## config.mk

```make
export PLATFORM = sky130hd
export DESIGN_NAME = rf_wport_arbiter
export DESIGN_NICKNAME = d
export VERILOG_FILES = /design/src/rtl/rf_wport_arbiter.sv
export SDC_FILE = /design/constraint.sdc
export NUM_CORES = 1
export LEC_CHECK = 0
export CAP_MARGIN = 0
export CORE_UTILIZATION = 45
export DETAILED_ROUTE_END_ITERATION = 6
export DONT_BUFFER_PORTS = 1
export PLACE_DENSITY = 0.62
export SYNTH_ARGS = -nofsm -noshare
export SYNTH_HDL_FRONTEND = slang
export SYNTH_SLANG_ARGS = --single-unit
```

## constraint.sdc

```tcl
create_clock -name clk -period 4 [get_ports clk]
set_input_delay 0.8 -clock clk [delete_from_list [all_inputs] [get_ports clk]]
set_output_delay 0.8 -clock clk [all_outputs]
set_load 0.02 [all_outputs]
```

## src/rtl/rf_wport_arbiter.sv

```systemverilog
// Register-file write-port arbiter: the W-stage has priority and a buffered secondary writer fills free slots.
// A starving FIFO head raises stall_req, and per-register pending flags feed the hazard unit.
module rf_wport_arbiter #(
    parameter int DEPTH      = 2,
    parameter int STARVE_MAX = 4
) (
    input  logic        clk,
    input  logic        reset,
    input  logic        wb_we,
    input  logic [4:0]  wb_addr,
    input  logic [31:0] wb_data,
    input  logic        alt_valid,
    output logic        alt_ready,
    input  logic [4:0]  alt_addr,
    input  logic [31:0] alt_data,
    output logic        rf_we,
    output logic [4:0]  rf_addr,
    output logic [31:0] rf_data,
    output logic        stall_req,
    input  logic [4:0]  rs_addr,
    output logic        rs_pend,
    input  logic [4:0]  rt_addr,
    output logic        rt_pend,
    input  logic [4:0]  wd_addr,
    output logic        wd_pend
);

    localparam int PW = (DEPTH > 1) ? $clog2(DEPTH) : 1;
    localparam int CW = $clog2(DEPTH + 1);
    localparam int SW = $clog2(STARVE_MAX + 1);

    typedef enum logic [1:0] {IDLE, WAIT, STARVE} state_t;

    state_t           state;
    logic [SW-1:0]    starve_cnt;
    logic [4:0]       addr_mem [DEPTH];
    logic [31:0]      data_mem [DEPTH];
    logic [DEPTH-1:0] valid;
    logic [PW-1:0]    rd_ptr;
    logic [PW-1:0]    wr_ptr;
    logic [CW-1:0]    fill;
    logic [CW-1:0]    fill_next;
    logic             empty;
    logic             full;
    logic             wb_hit;
    logic             push;
    logic             pop;

    assign empty     = (fill == '0);
    assign full      = (fill == CW'(DEPTH));
    assign wb_hit    = wb_we && (wb_addr != 5'd0);
    assign pop       = !empty && !wb_hit;
    // A full FIFO refuses even when it pops this cycle, keeping alt_ready a pure function of state.
    assign alt_ready = !full;
    assign push      = alt_valid && !full && (alt_addr != 5'd0);
    assign fill_next = fill + CW'(push) - CW'(pop);

    always_comb begin
        // NOTE: every output gets a default first so no path leaves it unassigned (no latch).
        rf_we   = 1'b0;
        rf_addr = 5'd0;
        rf_data = 32'd0;
        if (wb_hit) begin
            rf_we   = 1'b1;
            rf_addr = wb_addr;
            rf_data = wb_data;
        end else if (!empty) begin
            rf_we   = 1'b1;
            rf_addr = addr_mem[rd_ptr];
            rf_data = data_mem[rd_ptr];
        end
    end

    always_comb begin
        rs_pend = 1'b0;
        rt_pend = 1'b0;
        wd_pend = 1'b0;
        for (int i = 0; i < DEPTH; i++) begin
            if (valid[i] && addr_mem[i] == rs_addr && rs_addr != 5'd0) rs_pend = 1'b1;
            if (valid[i] && addr_mem[i] == rt_addr && rt_addr != 5'd0) rt_pend = 1'b1;
            if (valid[i] && addr_mem[i] == wd_addr && wd_addr != 5'd0) wd_pend = 1'b1;
        end
    end

    // NOTE: payload storage is deliberately not reset; the reset valid bits and fill count qualify it.
    always_ff @(posedge clk) begin
        if (push) begin
            addr_mem[wr_ptr] <= alt_addr;
            data_mem[wr_ptr] <= alt_data;
        end
    end

    // NOTE: all sequential state uses non-blocking assignment so every update sees pre-edge values.
    always_ff @(posedge clk or negedge reset) begin
        if (!reset) begin
            rd_ptr     <= '0;
            wr_ptr     <= '0;
            fill       <= '0;
            valid      <= '0;
            state      <= IDLE;
            starve_cnt <= '0;
            stall_req  <= 1'b0;
        end else begin
            fill <= fill_next;
            if (push) begin
                wr_ptr         <= wr_ptr + PW'(1);
                valid[wr_ptr]  <= 1'b1;
            end
            if (pop) begin
                rd_ptr         <= rd_ptr + PW'(1);
                valid[rd_ptr]  <= 1'b0;
            end

            case (state)
                IDLE: begin
                    starve_cnt <= '0;
                    if (push) state <= WAIT;
                end
                WAIT: begin
                    if (fill_next == '0) begin
                        state      <= IDLE;
                        starve_cnt <= '0;
                    end else if (pop) begin
                        starve_cnt <= '0;
                    end else if (starve_cnt == SW'(STARVE_MAX - 1)) begin
                        state     <= STARVE;
                        stall_req <= 1'b1;
                    end else begin
                        starve_cnt <= starve_cnt + SW'(1);
                    end
                end
                STARVE: begin
                    if (pop) begin
                        starve_cnt <= '0;
                        stall_req  <= 1'b0;
                        state      <= (fill_next == '0) ? IDLE : WAIT;
                    end
                end
                default: begin
                    state      <= IDLE;
                    starve_cnt <= '0;
                    stall_req  <= 1'b0;
                end
            endcase
        end
    end

endmodule

```

==> results of run 1 <==
## registers in the layout, indices dropped and copies added, names as in the netlist
signal / cells
addr_mem: 10
data_mem: 64
fill: 2
rd_ptr: 1
stall_req: 1
starve_cnt: 3
state: 2
valid: 2
wr_ptr: 1
## power by group through the flow
stage	registers [W]	logic, W	clock network (W)
3_3_place_gp	0.00144	0.000991	0
6_report	0.00141	0.000981	0.000630
2_1_floorplan	0.00133	0.000868	0
4_1_cts	0.00142	0.00100	0.000646
5_1_grt	0.00145	0.00108	0.000674
3_5_place_dp	0.00144	0.00100	0
## cell usage in the layout, fill, tap and decap left out, drive strengths merged, types with 2 or more instances in the layout
master / n
mux2i: 40
o31ai: 35
a31oi: 2
nand2: 41
ha: 4
inv: 10
nand3: 7
xnor2: 8
edfxtp: 74
a21oi: 6
nor2: 8
xor2: 24
dfrtp: 12
clkbuf: 9
or4: 4
nand2b: 4
nor4: 6
nand3b: 3
o21ai: 2
buf: 7
## through the flow
step	hold slack [ns]	total power [W]
3_5_place_dp	0.4729	0.002441
4_1_cts	0.1059	0.003068
5_1_grt	0.1027	0.003202
3_3_place_gp	0.4737	0.002428
6_report	0.1289	0.003024
2_1_floorplan	0.4478	0.002203
## kinds of logic after synthesis
| logic type | count (synthesis) |
|---|---|
| flip-flops | 86 |
| AND/OR/NAND/NOR | 76 |
| AO/OA/AOI/OAI | 52 |
| multiplexers | 40 |
| XOR/XNOR | 33 |
| buffers and inverters | 22 |
| adder cells (fa/ha/maj) | 4 |
## per-layer routing
metal | track usage | share of wire
met4 | 0.07110 | 0.013
met1 | 0.2008 | 0.40
met2 | 0.3022 | 0.49
met3 | 0.05899 | 0.095
met5 | 0 | 0
## critical path: cells and delay by family
kind / cells / cell delay [ns]
AO/OA/AOI/OAI: 2 / 0.97
buffers and inverters: 1 / 0.33
AND/OR/NAND/NOR: 1 / 0.40
## worst paths after layout
kind | startpoint | end | slack, ns | depth (start not counted)
max in group asynchronous | reset | rd_ptr | 3.80 | 0
min | reset | starve_cnt[2] | 0.13 | 0
min in group clk | state[1] | stall_req | 0.49 | 1
max | wb_addr[2] | rf_data[10] | 0.67 | 4
max reg2reg | fill[1] | starve_cnt[2] | 1.40 | 11
min reg2reg | state[1] | stall_req | 0.49 | 1
## cell type report
class,instances,share of cell area
clock buffers,9,0.02772
clock inverters,7,0.01792
inverters,6,0.005041
multi-input cells,205,0.3425
flip-flops and latches,86,0.5648
well taps,108,0.03024
repair buffers,7,0.01176
==> flow_summary.toml, run 1 <==
[status]
status = "complete, but fails checks"
violations = "design-rule violations"

[power]
comb_power_share = 0.324
p_seq_frac = 0.467
p_switching_w = 0.001137
p_int_w = 0.001887
vdd.ir_drop.worst_mv = 0.3156
p_leak_nw = 1.660
power_frac_clock = 0.208
p_per_area_nw_per_um2 = 676.8
p_sw_frac = 0.3760

[worst_hold_path]
min_path_type = "primary input to asynchronous set/reset pin"

[place]
dp_hpwl_um = 5584
finalWeightedCongestion = 0.9306
pre_cts_ws_ns = 0.6715
dp_cells = 412
port_buffers = 0
dpl_cell_area_um2 = 4264

[cells_and_area]
drive_gt1_frac = 0.1000
syn_to_final_growth_pct = 8.541
layout.cells.non_filler = 428
seqCellArea_um2 = 2524
diodes = 0
final_nets = 412
filler_cell_count = 736
design_area_um2 = 4468
multi_input_area_um2 = 1530
utilization = 0.5074

[synthesis]
yosysMostFrequentCell = "edfxtp_1"
yosys.area.top_type = "edfxtp_1"
async_reset_ff_frac = 0.1395
seq_area_frac_synth = 0.6128
synth_edf_count = 74
synth_xor_area_frac = 0.07356
ys_warn_count = 0
synth_top_area_share = 0.5398
synth_seq_cells = 86
synth.area.mux_share = 0.09726
synth_compound_area_frac = 0.09635
syn_inst = 313
syn_nets = 410
synth_top_family_by_area = "multiplexers"
post_synth_and_or_nand_nor_area_fraction = 0.08541
synth.avg_cell_area_um2 = 13.15
yosysUniqueCellTypes = 33
synth_area_leaders = "edfxtp_1, mux2i_1, dfrtp_1, o31ai_1, xor2_1"
ys_top_cells_by_count = "edfxtp_1, nand2_1, mux2i_1"
ys.flop_type = "edfxtp_1"
synth_area_um2 = 4116
synth_fa_ha_area_frac = 0.01216

[drt]
first_iter_violations = 89
drc = 16
wl_per_cell_um = 18.64
firstDrtPassIters = 6
num_vias = 2441
viasPerCell = 5.703
routed_wl_um = 7980
drtAntennaViolNets = 0

[floorplanning]
die_w_um = 97.65
fp.coreArea_um2 = 8806
start_util = 0.4675
dieArea_um2 = 9535
fp.dieH_um = 97.65
rows = 34
ios = 136

[global_route]
grt_pass1_vias = 2438
grt_util_all_layers = 0.1758
antenna_found_initial = 0
grt_pass1_wl_um = 12710
grt_max_degree = 36
grt-ovfl-total = 0

[timing]
fin_crit_sh = 0.8337
worstMarginPinSlew_ns = 0.8704
period_needed_ns = 3.335
hold_viol_final = 0
slew_violations = 0
setup_slack_ns = 0.6651
maxSlewHeadroom = 0.4148
setup_viol = 0
fmax_ghz = 0.2999
fin_skew_ns = 0.007422
rsz0062_at_grt = "false"
tns_ns = 0

[setup_path]
critPathKind = "primary input to primary output"
cp.required_ns = 3.20
crit_path_end_kind = "primary output"
timing.critical_path.slowest_stage_cell = "o31ai_1"
cp-start-kind = "primary input"
cp.arrival_ns = 2.53
cp_slowest_stage_delay_ns = 0.66
crit_fanout = 35
worstPathCellList = "nor3_1 > a21boi_4 > buf_4 > o31ai_1"

[cts]
clock_sinks = 86
clockBufferDepth = 2
post_cts_resize_count = 0
clk_pin_slew_ns = 0.09
postCtsSetupRepairBufs = 0
clock_latency_ns = 0.35
cts_tree = "built"
clockRootBuffer = "clkbuf_8"
cts_hold_buf = 0
cts_made_buffers = 9
htree_levels = 3

[run]
max_cap_viol_count = 0
No activity file was read; power rests on OpenSTA's default activity.
==> run 2: changes to the inputs <==
==> constraint.sdc (replaced) <==
create_clock -name clk -period 3.41 [get_ports clk]
set_input_delay 0.682 -clock clk [delete_from_list [all_inputs] [get_ports clk]]
set_output_delay 0.682 -clock clk [all_outputs]
set_load 0.02 [all_outputs]
==> run 2 against run 1 <==
Effect of this change:
- the run still ends with design-rule violations left
- clock-buffer cell count is the same
- cell count grew 9.1%
- power grew 22%
- utilization grew 3.2 points
- critical endpoint is now rf_addr[1]
- highest routed layer unchanged
==> flow_summary.toml, run 2 (synthesized netlist as in run 1, its figures left out) <==
[status]
status = "complete, but fails checks"
violations = "design-rule violations"

[worst_hold_path]
min_path_type = "primary input to register"

[timing]
holdWs_ns = 0.4258
maxSlewHeadroom = 0.5213
rsz0062_at_grt = "false"
slew_violations = 0
fin_crit_sh = 0.8040
worstMarginPinSlew_ns = 0.7180
fmax_ghz = 0.3648
fin_skew_ns = 0.005685
period_needed_ns = 2.741
hold_viol_final = 0
setup_viol = 0
tns_ns = 0

[drt]
wl_per_cell_um = 18.55
firstDrtPassIters = 6
viasPerCell = 5.610
top_layer_used = "met4"
first_iter_violations = 114
wl_met3_um = 698
drtAntennaViolNets = 0
routed_wl_um = 8665
drc = 16
wl_met1_um = 3525
route.met2.wl_um = 4315
num_vias = 2620

[run]
max_cap_viol_count = 0

[cells_and_area]
diodes = 0
largest_reg_flops = 64
drive_gt1_frac = 0.1922
final_cell_mix = "edfxtp_1, buf_4, nand2_1"
mostFrequentLayoutCell = "edfxtp_1"
utilization = 0.5395
layout.cells.non_filler = 467
final_nets = 451
top_regs = "data_mem (64), addr_mem (10), starve_cnt (3)"
syn_to_final_growth_pct = 15.41
max_flop_register = "data_mem"

[place]
finalWeightedCongestion = 0.9029
port_buffers = 0
dp_hpwl_um = 6175
dp_cells = 450

[setup_path]
crit_path_end_kind = "primary output"
reg2reg_slack_ns = 0.94
cp-start-kind = "register"
cp.arrival_ns = 2.06
crit_fanout = 22
cp.required_ns = 2.73
critPathKind = "register to primary output"

[floorplanning]
ios = 136
fp.dieH_um = 97.65
dieArea_um2 = 9535
start_util = 0.4675
fp.coreArea_um2 = 8806
die_w_um = 97.65
rows = 34

[cts]
clockRootBuffer = "clkbuf_8"
clk_pin_slew_ns = 0.09
htree_levels = 3
cts_made_buffers = 9
cts_tree = "built"
clockBufferDepth = 2
post_cts_resize_count = 0
clock_latency_ns = 0.34
clock_sinks = 86

[power]
p_switching_w = 0.001382
power_frac_clock = 0.177
p_leak_nw = 1.848
p_int_w = 0.002302
vdd.ir_drop.worst_mv = 0.3770
p_seq_frac = 0.448
comb_power_share = 0.375
p_sw_frac = 0.3751
p_per_area_nw_per_um2 = 775.5

[global_route]
grt_util_all_layers = 0.1905
grt_pass1_wl_um = 13630
antenna_found_initial = 0
grt-ovfl-total = 0
grt_pass1_vias = 2682
grt_max_degree = 38
## run 2: cell types whose count changed in the layout (fill, tap and decap cells not counted)
cell,previous run,this run
clkinvlp_4,1,0
bufinv_16,1,0
clkinv_1,0,1
clkinv_4,0,1
dlygate4sd3_1,0,1
buf_12,0,1
buf_4,7,44
## run 2: power groups by stage
stage / logic, W / clock network [W] / registers [W]
floorplan: 0.00102 / 0 / 0.00157
global placement: 0.00137 / 0 / 0.00167
detailed placement: 0.00139 / 0 / 0.00168
CTS: 0.00140 / 0.000670 / 0.00166
global route: 0.00151 / 0.000717 / 0.00168
finish: 0.00138 / 0.000653 / 0.00165
## run 2: critical path, stage by stage (launching register included)
cell     delay, ns
dfrtp_2       0.84
buf_4         0.29
mux2i_1       0.08
o31ai_1       0.29
buf_4         0.21
## run 2: per-stage QoR
| stage | total power [W] | area [um2] | setup slack (ns) |
|---|---|---|---|
| floorplan | 0.002584 | 4116 | 0.4435 |
| global placement | 0.003044 | 4562 | 0.6224 |
| detailed placement | 0.003074 | 4562 | 0.5510 |
| CTS | 0.003725 | 4741 | 0.6275 |
| global route | 0.003906 | 4751 | 0.5474 |
| finish | 0.003684 | 4751 | 0.6685 |
## run 2: routing by layer
metal  track usage  vias up
li1              -     1256
met1        0.2159     1254
met2        0.3317      101
met3       0.05612        9
met4       0.08508        0
met5             0        -
## run 2: final cells by class
cell class | instances | area (um2)
clock buffers | 9 | 123.9
clock inverters | 7 | 55.05
fillers | 753 | 4055
repair buffers | 46 | 360.3
inverters | 6 | 22.52
flip-flops and latches | 86 | 2524
multi-input cells | 205 | 1530
well taps | 108 | 135.1
## run 2: worst paths after layout
kind | startpoint | end | cells past startpoint
worst max-delay path | rd_ptr | rf_addr[1] | 4
worst min-delay path | alt_data[27] | data_mem[0][27] | 0
worst max register to register | fill[1] | starve_cnt[0] | 10
worst min register to register | state[1] | stall_req | 1
max in group asynchronous | reset | rd_ptr | 1
min in group asynchronous | reset | valid[0] | 1
## run 2: timing repair
| item | in CTS | in global routing |
|---|---|---|
| hold buffers | 0 | 1 |
| buffers inserted | 0 | 0 |
| endpoints found under the setup margin | 0 | 0 |
| endpoints found under the hold margin | 0 | 12 |
